`config.mk`:
```
export PLATFORM = sky130hd
export DESIGN_NAME = spi_prog_port
export DESIGN_NICKNAME = d
export VERILOG_FILES = /design/src/rtl/tiny_proc_pkg.sv /design/src/rtl/prog_shifter.sv /design/src/rtl/spi_prog_port.sv
export SDC_FILE = /design/constraint.sdc
export NUM_CORES = 1
export LEC_CHECK = 0
export BUFFER_PORTS_ARGS = -buffer_cell sky130_fd_sc_hd__buf_2
export CORE_ASPECT_RATIO = 0.7
export CORE_UTILIZATION = 56
export CTS_BUF_LIST = sky130_fd_sc_hd__clkbuf_4 sky130_fd_sc_hd__clkbuf_8
export CTS_CLUSTER_DIAMETER = 60
export DETAILED_ROUTE_END_ITERATION = 12
export PLACE_DENSITY = 0.91
export SLEW_MARGIN = 20
export SYNTH_ARGS = -nofsm -noshare
export SYNTH_HDL_FRONTEND = slang
export SYNTH_SLANG_ARGS = --single-unit
```
`constraint.sdc`:
```
create_clock -name clk -period 2.5 [get_ports clk]
set_input_delay 0.5 -clock clk [delete_from_list [all_inputs] [get_ports clk]]
set_output_delay 0.5 -clock clk [all_outputs]
set_load 0.005 [all_outputs]
```
`src/rtl/tiny_proc_pkg.sv`:
```
// rtl/tiny_proc_pkg.sv - shared state, command and target encodings for the tiny processor programming port
package tiny_proc_pkg;

  typedef enum logic [2:0] {
    S_IDLE,
    S_CMD,
    S_ADDR,
    S_WDATA,
    S_COMMIT,
    S_LOAD,
    S_RDATA,
    S_WAIT_CS
  } prog_state_e;

  localparam logic CMD_WRITE = 1'b1;
  localparam logic CMD_READ  = 1'b0;

  localparam logic TGT_IMEM  = 1'b0;
  localparam logic TGT_DMEM  = 1'b1;

endpackage

```
`src/rtl/prog_shifter.sv`:
```
// rtl/prog_shifter.sv - parametrised shift register: serial-in capture, parallel load, MSB at the top of q
module prog_shifter #(
  parameter int W = 8
) (
  input  logic         clk,
  input  logic         rst,
  input  logic         clr,
  input  logic         shift_en,
  input  logic         load_en,
  input  logic         sin,
  input  logic [W-1:0] load_data,
  output logic [W-1:0] q
);

  logic [W-1:0] q_q, q_d;

  // next value: clear wins over load, load wins over shift; shifting moves toward the MSB
  always_comb begin
    q_d = q_q;
    if (clr) begin
      q_d = '0;
    end else if (load_en) begin
      q_d = load_data;
    end else if (shift_en) begin
      q_d = (q_q << 1) | W'(sin);
    end
  end

  // register with synchronous reset
  always_ff @(posedge clk) begin
    if (rst) begin
      q_q <= '0;
    end else begin
      q_q <= q_d;
    end
  end

  assign q = q_q;

endmodule

```
`src/rtl/spi_prog_port.sv`:
```
// rtl/spi_prog_port.sv - framed serial programming port for instruction/data memory; read-back enabled by SPI_PROG_READBACK_EN
module spi_prog_port
  import tiny_proc_pkg::*;
#(
  parameter int DATA_W = 8,
  parameter int ADDR_W = 4
) (
  input  logic              clk,
  input  logic              rst,
  input  logic              csi_n,
  input  logic              csd_n,
  input  logic              mosi,
  input  logic              proc_run,
  input  logic [DATA_W-1:0] imem_rdata,
  input  logic [DATA_W-1:0] dmem_rdata,
  output logic [ADDR_W-1:0] mem_addr,
  output logic [DATA_W-1:0] mem_wdata,
  output logic              imem_we,
  output logic              dmem_we,
  output logic              miso,
  output logic              miso_oe,
  output logic              busy,
  output logic              frame_done,
  output logic              frame_err
);

  localparam int MAX_W = (DATA_W > ADDR_W) ? DATA_W : ADDR_W;
  localparam int CNT_W = $clog2(MAX_W + 1);

  prog_state_e       state_q, state_d, st;
  logic [CNT_W-1:0]  cnt_q, cnt_d;
  logic              tgt_q, tgt_d;
  logic              cmd_q, cmd_d;
  logic              a_clr, a_shift, d_clr, d_shift, d_load;
  logic [ADDR_W-1:0] addr_q;
  logic [DATA_W-1:0] data_q;
  logic [DATA_W-1:0] rd_sel;
  logic              cs_any, cs_both, tgt_cs_n;

  assign cs_any   = !csi_n || !csd_n;
  assign cs_both  = !csi_n && !csd_n;
  assign tgt_cs_n = (tgt_q == TGT_IMEM) ? csi_n : csd_n;
  assign rd_sel   = (tgt_q == TGT_IMEM) ? imem_rdata : dmem_rdata;

  prog_shifter #(.W(ADDR_W)) u_addr_sr (
    .clk       (clk),
    .rst       (rst),
    .clr       (a_clr),
    .shift_en  (a_shift),
    .load_en   (1'b0),
    .sin       (mosi),
    .load_data ('0),
    .q         (addr_q)
  );

  // one register serves both the write-data capture and the read-back output path
  prog_shifter #(.W(DATA_W)) u_data_sr (
    .clk       (clk),
    .rst       (rst),
    .clr       (d_clr),
    .shift_en  (d_shift),
    .load_en   (d_load),
    .sin       (mosi),
    .load_data (rd_sel),
    .q         (data_q)
  );

  // frame sequencing; the start cycle is treated as CMD so bit 0 is taken in the same cycle select falls
  always_comb begin
    st = state_q;
    if (state_q == S_IDLE && cs_any && !cs_both && !proc_run) st = S_CMD;
    state_d    = state_q;
    cnt_d      = cnt_q;
    tgt_d      = tgt_q;
    cmd_d      = cmd_q;
    a_clr      = 1'b0;
    a_shift    = 1'b0;
    d_clr      = 1'b0;
    d_shift    = 1'b0;
    d_load     = 1'b0;
    mem_addr   = '0;
    mem_wdata  = '0;
    imem_we    = 1'b0;
    dmem_we    = 1'b0;
    miso       = 1'b0;
    miso_oe    = 1'b0;
    frame_done = 1'b0;
    frame_err  = 1'b0;
    case (st)
      S_IDLE: begin
        // only reached with a select low when both are low or the core is running
        if (cs_any) begin
          frame_err = 1'b1;
          state_d   = S_WAIT_CS;
        end
      end
      S_CMD: begin
        tgt_d = csi_n ? TGT_DMEM : TGT_IMEM;
        cmd_d = mosi;
        a_clr = 1'b1;
        d_clr = 1'b1;
        cnt_d = '0;
`ifdef SPI_PROG_READBACK_EN
        state_d = S_ADDR;
`else
        if (mosi == CMD_READ) begin
          frame_err = 1'b1;
          state_d   = S_WAIT_CS;
        end else begin
          state_d = S_ADDR;
        end
`endif
      end
      S_ADDR, S_WDATA: begin
        if (tgt_cs_n) begin
          frame_err = 1'b1;
          state_d   = S_IDLE;
        end else if (proc_run) begin
          frame_err = 1'b1;
          state_d   = S_WAIT_CS;
        end else begin
          a_shift = (st == S_ADDR);
          d_shift = (st == S_WDATA);
          cnt_d   = cnt_q + CNT_W'(1);
          if (st == S_ADDR && cnt_q == CNT_W'(ADDR_W - 1)) begin
            cnt_d   = '0;
            state_d = (cmd_q == CMD_WRITE) ? S_WDATA : S_LOAD;
          end else if (st == S_WDATA && cnt_q == CNT_W'(DATA_W - 1)) begin
            cnt_d   = '0;
            state_d = S_COMMIT;
          end
        end
      end
      S_COMMIT: begin
        mem_addr   = addr_q;
        mem_wdata  = data_q;
        imem_we    = (tgt_q == TGT_IMEM);
        dmem_we    = (tgt_q == TGT_DMEM);
        frame_done = 1'b1;
        state_d    = S_WAIT_CS;
      end
`ifdef SPI_PROG_READBACK_EN
      S_LOAD: begin
        if (proc_run) begin
          frame_err = 1'b1;
          state_d   = S_WAIT_CS;
        end else begin
          mem_addr = addr_q;
          d_load   = 1'b1;
          cnt_d    = '0;
          state_d  = S_RDATA;
        end
      end
      S_RDATA: begin
        if (tgt_cs_n) begin
          frame_err = 1'b1;
          state_d   = S_IDLE;
        end else begin
          miso_oe = 1'b1;
          miso    = data_q[DATA_W-1];
          d_shift = 1'b1;
          cnt_d   = cnt_q + CNT_W'(1);
          if (cnt_q == CNT_W'(DATA_W - 1)) begin
            frame_done = 1'b1;
            state_d    = S_WAIT_CS;
          end
        end
      end
`endif
      S_WAIT_CS: begin
        if (csi_n && csd_n) state_d = S_IDLE;
      end
      default: state_d = S_IDLE;
    endcase
    busy = (st != S_IDLE);
    // outputs are held quiet during the reset cycle even if a frame was in flight
    if (rst) begin
      mem_addr   = '0;
      mem_wdata  = '0;
      imem_we    = 1'b0;
      dmem_we    = 1'b0;
      miso       = 1'b0;
      miso_oe    = 1'b0;
      busy       = 1'b0;
      frame_done = 1'b0;
      frame_err  = 1'b0;
    end
  end

  // state, bit counter and latched frame attributes
  always_ff @(posedge clk) begin
    if (rst) begin
      state_q <= S_IDLE;
      cnt_q   <= '0;
      tgt_q   <= TGT_IMEM;
      cmd_q   <= CMD_WRITE;
    end else begin
      state_q <= state_d;
      cnt_q   <= cnt_d;
      tgt_q   <= tgt_d;
      cmd_q   <= cmd_d;
    end
  end

endmodule

```
Word level (Yosys, flattened, before mapping)

Cells that the tools add are included.
W data, S select, Z words.

$add $sub $neg: 1
Equal/unequal tests: 12
Multiplexer cells: 41
Bitwise operators: 3
Reductions and logical operators: 20

Operators by type and width:

| kind                  | number |
|---|---|
| $mux W3               | 9 |
| $mux W4               | 6 |
| $mux W1               | 21 |
| $mux W8               | 2 |
| $pmux W3 S5           | 1 |
| $ne A2 B2 Y1 const B  | 4 |
| $or A8 B1 Y8          | 1 |
| $pmux W4 S2           | 1 |
| $logic_and A1 B1 Y1   | 7 |
| $eq A3 B2 Y1 const B  | 2 |
| $eq A3 B3 Y1 const B  | 2 |
| $logic_not A3 Y1      | 2 |
| $reduce_and A3 Y1     | 2 |
| $ne A5 B5 Y1 const B  | 1 |
| $add A4 B1 Y4 const B | 1 |
| $eq A4 B2 Y1 const B  | 1 |
| $eq A4 B3 Y1 const B  | 1 |
| $logic_not A1 Y1      | 4 |
| $or A4 B1 Y4          | 1 |
| $reduce_or A2 Y1      | 2 |
| $eq A3 B1 Y1 const B  | 1 |
| $pmux W1 S3           | 1 |
| $reduce_bool A3 Y1    | 1 |
| $reduce_bool A2 Y1    | 1 |
| other kinds (2)       | 2 |

Bits in registers: 21
Bits of input ports: 22
Output and inout port bits: 19
Word-level logic and storage cells: 83

Longest topological paths before layout

Gate-level depths: netlist of run 1.

Depth in word-level cells: 13
Mapped depth: 6
Mapped depth without buffers: 5

Cells and area by module

From an unflattened synthesis of run 1, not the netlist that was laid out.

Cells, all modules: 167
Area total of the unflattened synthesis: 1535.2 sq um

Modules (own cells, without submodules):

| module                    | instances | cells each | area each (sq um) |
|---|---|---|---|
| spi_prog_port             | 1         | 115        | 900.9 |
| prog_shifter at u_data_sr | 1         | 35         | 440.4 |
| prog_shifter at u_addr_sr | 1         | 17         | 193.9 |

Least setup slack after synthesis of run 1

No wires, ideal clock.

Path type: input -> output
From: input proc_run
To: output frame_err
Arrival time: 1.446 ns
Data required time: 2.000 ns
Setup slack: 0.554 ns
Stages: 5
Buffers on the path: 1
Cells stage by stage: buf_6 inv_1 maj3_1 o41ai_1 o21a_1

Longest elaborated chain between the ends: 7

RTL lines:

| what                | RTL line             | RTL |
|---|---|---|
| start, declared     | spi_prog_port.sv:13  | `input logic proc_run,` |
| $logic_not A1 Y1    | spi_prog_port.sv:71  | `if (state_q == S_IDLE && cs_any && !cs_both && !proc_run) st = S_CMD;` |
| $logic_and A1 B1 Y1 | spi_prog_port.sv:71  |  |
| $mux W3             | spi_prog_port.sv:71  |  |
| $eq A3 B2 Y1        | spi_prog_port.sv:89  | `case (st)` |
| $reduce_or A2 Y1    | spi_prog_port.sv:89  |  |
| $pmux W1 S3 *       | spi_prog_port.sv:89  |  |
| $mux W1 *           | spi_prog_port.sv:177 | `if (rst) begin` |
| end, declared       | spi_prog_port.sv:24  | `output logic frame_err` |

Every way passes the cells marked *; elsewhere a longest branch is shown, timed or not.

Final worst setup path of run 1

From: register state_q[0]
To: output mem_wdata[2]

Longest elaborated chain between the ends: 8

RTL lines:

| what                             | RTL line             | RTL |
|---|---|---|
| start, declared                  | spi_prog_port.sv:30  | `prog_state_e state_q, state_d, st;` |
| start signal, assigned           | spi_prog_port.sv:198 | `state_q <= state_d;` |
| $logic_not A3 Y1                 | spi_prog_port.sv:71  |  |
| $logic_and A1 B1 Y1 (3 in a row) | spi_prog_port.sv:71  |  |
| $mux W3 *                        | spi_prog_port.sv:71  |  |
| $eq A3 B3 Y1 *                   | spi_prog_port.sv:89  |  |
| $mux W8 *                        | spi_prog_port.sv:89  |  |
| $mux W8 *                        | spi_prog_port.sv:177 |  |
| end, declared                    | spi_prog_port.sv:17  | `output logic [DATA_W-1:0] mem_wdata,` |

Marks and branches as above.

==> results of run 1 <==
## power by group
| part | total (mW) | leakage (nW) | internal [mW] | switching, mW |
|---|---|---|---|---|
| Clock | 0.170 | 0.0177 | 0.0600 | 0.110 |
| Sequential | 0.394 | 0.170 | 0.353 | 0.0404 |
| Combinational | 0.271 | 0.400 | 0.116 | 0.155 |
| Total | 0.835 | 0.588 | 0.529 | 0.306 |
## flip-flops by register name, indices dropped and copies added, names as in the netlist
signal and flops:
state_q 3, cnt_q 4, cmd_q 1, tgt_q 1
u_addr_sr.q 4, u_data_sr.q 8
## cells in the mapped netlist (all sizes together)
library cell | count | area share [%]
dfxtp | 21 | 32
a21oi | 14 | 5.4
and2 | 13 | 6.3
nand2 | 13 | 3.8
buf | 10 | 5.8
nand3 | 9 | 3.5
mux2i | 7 | 5.4
nor2 | 7 | 2.0
o21ai | 7 | 2.7
nor3 | 5 | 2.8
a211oi | 3 | 2.1
a31oi | 3 | 1.4
nand2b | 3 | 2.0
o21a | 3 | 1.7
a21o | 2 | 1.3
clkbuf | 2 | 1.4
inv | 2 | 0.58
nand4 | 2 | 0.96
nor2b | 2 | 0.96
nor4b | 2 | 2.3
o2111ai | 2 | 1.3
xor2 | 2 | 1.3
a21bo | 1 | 0.77
a311oi | 1 | 0.67
and2b | 1 | 0.77
and3 | 1 | 0.48
conb | 1 | 0.29
ha | 1 | 0.96
maj3 | 1 | 0.77
mux2 | 1 | 1.2
nor3b | 1 | 0.58
nor4 | 1 | 1.6
o211a | 1 | 0.77
o211ai | 1 | 0.58
o311a | 1 | 0.77
o41ai | 1 | 0.67
or2 | 1 | 0.48
or3 | 1 | 0.48
or4b | 1 | 0.77
## metal layers
layer	vias up	wire, µm	GRT usage, %
met2	40	1252	34.83
met3	5	151	5.247
li1	581	-	-
met1	536	1327	32.69
met4	0	43	10.70
met5	-	0	0
## cell type report
| cell class | instances | area, µm² | area share [%] |
|---|---|---|---|
| timing repair buffer | 26 | 140.1 | 9.825 |
| clock buffer | 3 | 22.52 | 1.579 |
| sequential | 21 | 420.4 | 29.47 |
| clock inverter | 1 | 5.005 | 0.3509 |
| tap | 32 | 40.04 | 2.807 |
| multi-input combinational | 117 | 790.8 | 55.44 |
| inverter | 2 | 7.507 | 0.5263 |
## cell usage in the layout (no fill, tap or decap), drive strengths merged, types with 3 or more instances in the layout
master  instances
a31oi           3
o21a            3
a21oi          14
a211oi          3
nand2          13
nand2b          3
dfxtp          21
o21ai           7
mux2i           7
and2           13
nand3           9
buf            26
nor3            5
nor2            7
clkbuf          3
## cells by family (layout without fill, tap and decap cells)
logic type	Yosys count	after routing	synth area share, %
muxes	8	8	6.545
adders and majority gates	2	2	1.732
DFF	21	21	32.34
other	1	2	0.2885
buffers and inverters	14	32	7.795
AOI/OAI and AO/OA	40	40	20.21
xor gates and xnor gates	2	2	1.348
and+or+nand+nor	63	63	29.74
## worst reg2reg max path, delay by kind of cell (launching register included)
family | cells | cell delay, ps
simple gates | 1 | 110
compound gates | 2 | 630
flops | 1 | 660
buf+inv | 1 | 280
xor+xnor | 1 | 90
## worst paths after layout
path                                                     to  cells past startpoint                        start  slack (ps)
worst max-delay path                           mem_wdata[2]                      3      state_q[0]$_SDFFE_PP0P_         200
worst min-delay path            u_data_sr.q[2]$_SDFFE_PP0P_                      2  u_data_sr.q[2]$_SDFFE_PP0P_         470
worst max register to register      state_q[1]$_SDFFE_PP0P_                      5      state_q[0]$_SDFFE_PP0P_         640
worst min register to register  u_data_sr.q[2]$_SDFFE_PP0P_                      2  u_data_sr.q[2]$_SDFFE_PP0P_         470
## timing repair
| item | 4_1_cts | 5_1_grt |
|---|---|---|
| setup endpoints to repair | 14 | 0 |
| gates resized for setup | 1 | 0 |
| endpoints found under the hold margin | 0 | 0 |
==> results.cfg, run 1 <==
[sta]
setup_viol = 0
postLayoutSetupSlackWorst_ps = 201.1
timing.hold.ws_ps = 474.6
min_period_ps = 2299
fmax_ghz = 0.4350
tns_ps = 0
tightest_slew_ps = 615.0
fin_skew_ps = 6.466
slew_viol_final = 0
rsz0062_at_grt = no
finalHoldViolations = 0
post-route-period-util_pct = 91.95
maxSlewHeadroom_pct = 58.83

[floorplanning]
die-height_um = 42.31
num_rows = 14
chipWidth_um = 59.59
io_pins = 41
die_area_um2 = 2521
core_um2 = 2172
start_util_pct = 59.85

[setup_path]
crit_required_ps = 2000
end_kind = output pin
critical_path.cell_chain = nor4b_4, and2_1, buf_2
crit_fanout = 15
arrival_ps = 1800
worst_setup_path_start_kind = flip-flop
cp_num_buf_inv = 1
crit_type = flip-flop to output pin
max_stage_delay_ps = 660
critPathSlowestCell = nor4b_4
cp_top_family = simple AND/OR/NAND/NOR gates

[clock_network]
cts_buffers = 3
cts.sink_count = 21
htree_levels = 1
clk_path_buf_depth = 2
cts_hold_buf = 0
clkTransAtPathRegs_ps = 120
cts_tree = done
clk_latency_ps = 320
cts_setup_buffers = 0
cts-root-buf = clkbuf_4

[power]
ir_drop_uv = 348.1
p_leak_nw = 0.5882
power_density_nw_per_um2 = 585.1
power_uw = 834.5

[placed_design]
portBuffers = 22
post-place-ws_ps = 212.9
placedCellCount = 198
placed_cell_area_um2 = 1390
hpwlAfterDp_mm = 2.037
gp_congestion = 0.9428

[layout]
instances_no_fill = 202
drive_above_1_share_pct = 24.12
area_growth_pct = 9.721
utilization_pct = 65.67
fillCellCount = 208
diodes = 0
nets = 194
final_area_um2 = 1426

[synthesis]
yosysUniqueCellTypes = 47
syn_avg_cell_area_um2 = 8.609
yosys_warnings = 0
synth_cells = 151
synth_area_um2 = 1300
synth_seq_cells = 21
ys_seq_area_share_pct = 32.34

[grt]
antenna_found_initial = 0
grt_pass1_vias = 931
grt_pass1_wl_mm = 4.333
grt_usage_pct = 23.59
grt_max_degree = 16
overflow = 0

[run]
maxCapViolations = 0

[detailed_routing]
drc_errors = 0
vias_per_cell = 5.752
vias = 1162
routed_wl_mm = 2.774
detail_route.iter0.violations = 76
drt_first_pass_iters = 4
wl_per_cell_um = 13.73
antenna_left = 0

[status]
outcome = completed

[hold_path]
hp-class = flip-flop to flip-flop
(Power assumes the default switching activity.)
==> run 2: changes to the inputs <==
--- a/config.mk
+++ b/config.mk
@@ -6,12 +6,13 @@
 export NUM_CORES = 1
 export LEC_CHECK = 0
 export BUFFER_PORTS_ARGS = -buffer_cell sky130_fd_sc_hd__buf_2
-export CORE_ASPECT_RATIO = 0.7
+export CORE_ASPECT_RATIO = 1.1
 export CORE_UTILIZATION = 56
 export CTS_BUF_LIST = sky130_fd_sc_hd__clkbuf_4 sky130_fd_sc_hd__clkbuf_8
 export CTS_CLUSTER_DIAMETER = 60
 export DETAILED_ROUTE_END_ITERATION = 12
 export PLACE_DENSITY = 0.91
+export REMOVE_ABC_BUFFERS = 1
 export SLEW_MARGIN = 20
 export SYNTH_ARGS = -nofsm -noshare
 export SYNTH_HDL_FRONTEND = slang
==> run 2 against run 1 <==
Fmax grew 2.4%. Highest routed layer unchanged. Largest power group unchanged. Register-to-register slack better by 240 ps. Cell area fell by 0.35%. Die area decreased by 0.11%. Critical path type unchanged. Worst setup slack improved by 54 ps.
==> results.cfg, run 2 (synthesized netlist as in run 1, its figures left out) <==
[sta]
fmax_ghz = 0.4455
rsz0062_at_grt = no
postLayoutSetupSlackWorst_ps = 255.1
setup_viol = 0
post-route-period-util_pct = 89.80
finalHoldViolations = 0
slew_viol_final = 0
tns_ps = 0
fin_skew_ps = 2.167
min_period_ps = 2245
timing.hold.ws_ps = 462.9

[clock_network]
clkTransAtPathRegs_ps = 120
cts-root-buf = clkbuf_4
cts_hold_buf = 0
cts.sink_count = 21
clk_path_buf_depth = 2
cts_tree = done
clk_latency_ps = 300
htree_levels = 1
cts_buffers = 3

[setup_path]
crit_type = flip-flop to output pin
arrival_ps = 1740
r2r_setup_slack_ps = 880
end_kind = output pin
r2r-end = state_q[2]$_SDFFE_PP0P_
worst_setup_path_start_kind = flip-flop
crit_fanout = 5
r2r_start = state_q[0]$_SDFFE_PP0P_
crit_required_ps = 2000
rr_worst_depth = 5

[layout]
diodes = 0
drive_above_1_share_pct = 24.12
utilization_pct = 67.50
nets = 194
area_growth_pct = 9.336
largest_reg_flops = 8
final_common_cell = buf_2
mostFrequentLayoutCells = 22 x buf_2, 21 x dfxtp_1, 14 x a21oi_1

[floorplanning]
num_rows = 17
start_util_pct = 61.73
die_area_um2 = 2518
die-height_um = 52.53
core_um2 = 2106
io_pins = 41
chipWidth_um = 47.94

[power]
p_leak_nw = 0.5886
power_density_nw_per_um2 = 584.4
ir_drop_uv = 415.0
power_uw = 830.6

[hold_path]
holdPathEnd = u_data_sr.q[7]$_SDFFE_PP0P_
hp-class = flip-flop to flip-flop
hp-start = u_data_sr.q[7]$_SDFFE_PP0P_
hold_depth = 2

[detailed_routing]
drt_first_pass_iters = 4
routed_wl_mm = 2.676
drc_errors = 0
detail_route.iter0.violations = 28
vias_per_cell = 5.823
vias = 1153
wl_per_cell_um = 13.52
antenna_left = 0

[grt]
grt_pass1_vias = 1006
antenna_found_initial = 0
overflow = 0
grt_pass1_wl_mm = 4.498
grt_max_degree = 22
grt_usage_pct = 25.09

[status]
outcome = completed

[run]
maxCapViolations = 0

[placed_design]
hpwlAfterDp_mm = 1.946
gp_congestion = 0.9170
portBuffers = 22
post-place-ws_ps = 128.3
## run 2: cell counts in the layout (fill, tap and decap cells not counted)
Identical to the previous run, type by type.
## run 2: layout make-up
class                      count  area [µm²]
timing repair buffer          26       140.1
tap                           28       35.03
multi-input combinational    117       790.8
sequential                    21       420.4
clock buffer                   3       22.52
fill                         168       684.4
clock inverter                 1       5.005
inverter                       2       7.507
## run 2: worst max-delay path, stage by stage (launching register included)
cell	delay [ps]
dfxtp_1	460
mux2_4	380
o21ai_0	200
o41ai_1	100
o21a_1	190
buf_2	120
## run 2: worst max-delay path by stage
stage,startpoint,endpoint,slack [ps]
finish,tgt_q$_SDFFE_PP0N_,frame_err,260
CTS,state_q[2]$_SDFFE_PP0P_,mem_addr[3],150
floorplan,state_q[0]$_SDFFE_PP0P_,imem_we,590
detailed placement,rst,mem_addr[3],130
global route,tgt_q$_SDFFE_PP0N_,frame_err,160
global placement,rst,mem_addr[0],180
## run 2: where the power goes
part	internal, mW	switching (mW)
Sequential	0.353	0.0307
Combinational	0.116	0.165
Clock	0.0597	0.106
## run 2: what timing repair did
item / in CTS / in global routing
buffers inserted: 0 / 1
hold endpoints to repair: 0 / 0
gates resized for setup: 1 / 0
setup endpoints to repair: 15 / 4
## run 2: layer usage
layer  part of all wire (%)  routed length, µm  up-vias  GRT usage, %
li1                       -                  -      576             -
met1                     46               1230      541         33.69
met2                     49               1323       32         40.54
met3                    3.6                 95        4         3.103
met4                   0.97                 26        0         8.333
met5                      0                  0        -             0
## run 2: per-stage QoR
step,cells,cell area [µm²]
5_1_grt,198,1421
3_5_place_dp,193,1378
3_3_place_gp,193,1378
4_1_cts,197,1414
6_report,198,1421
2_1_floorplan,140,1210
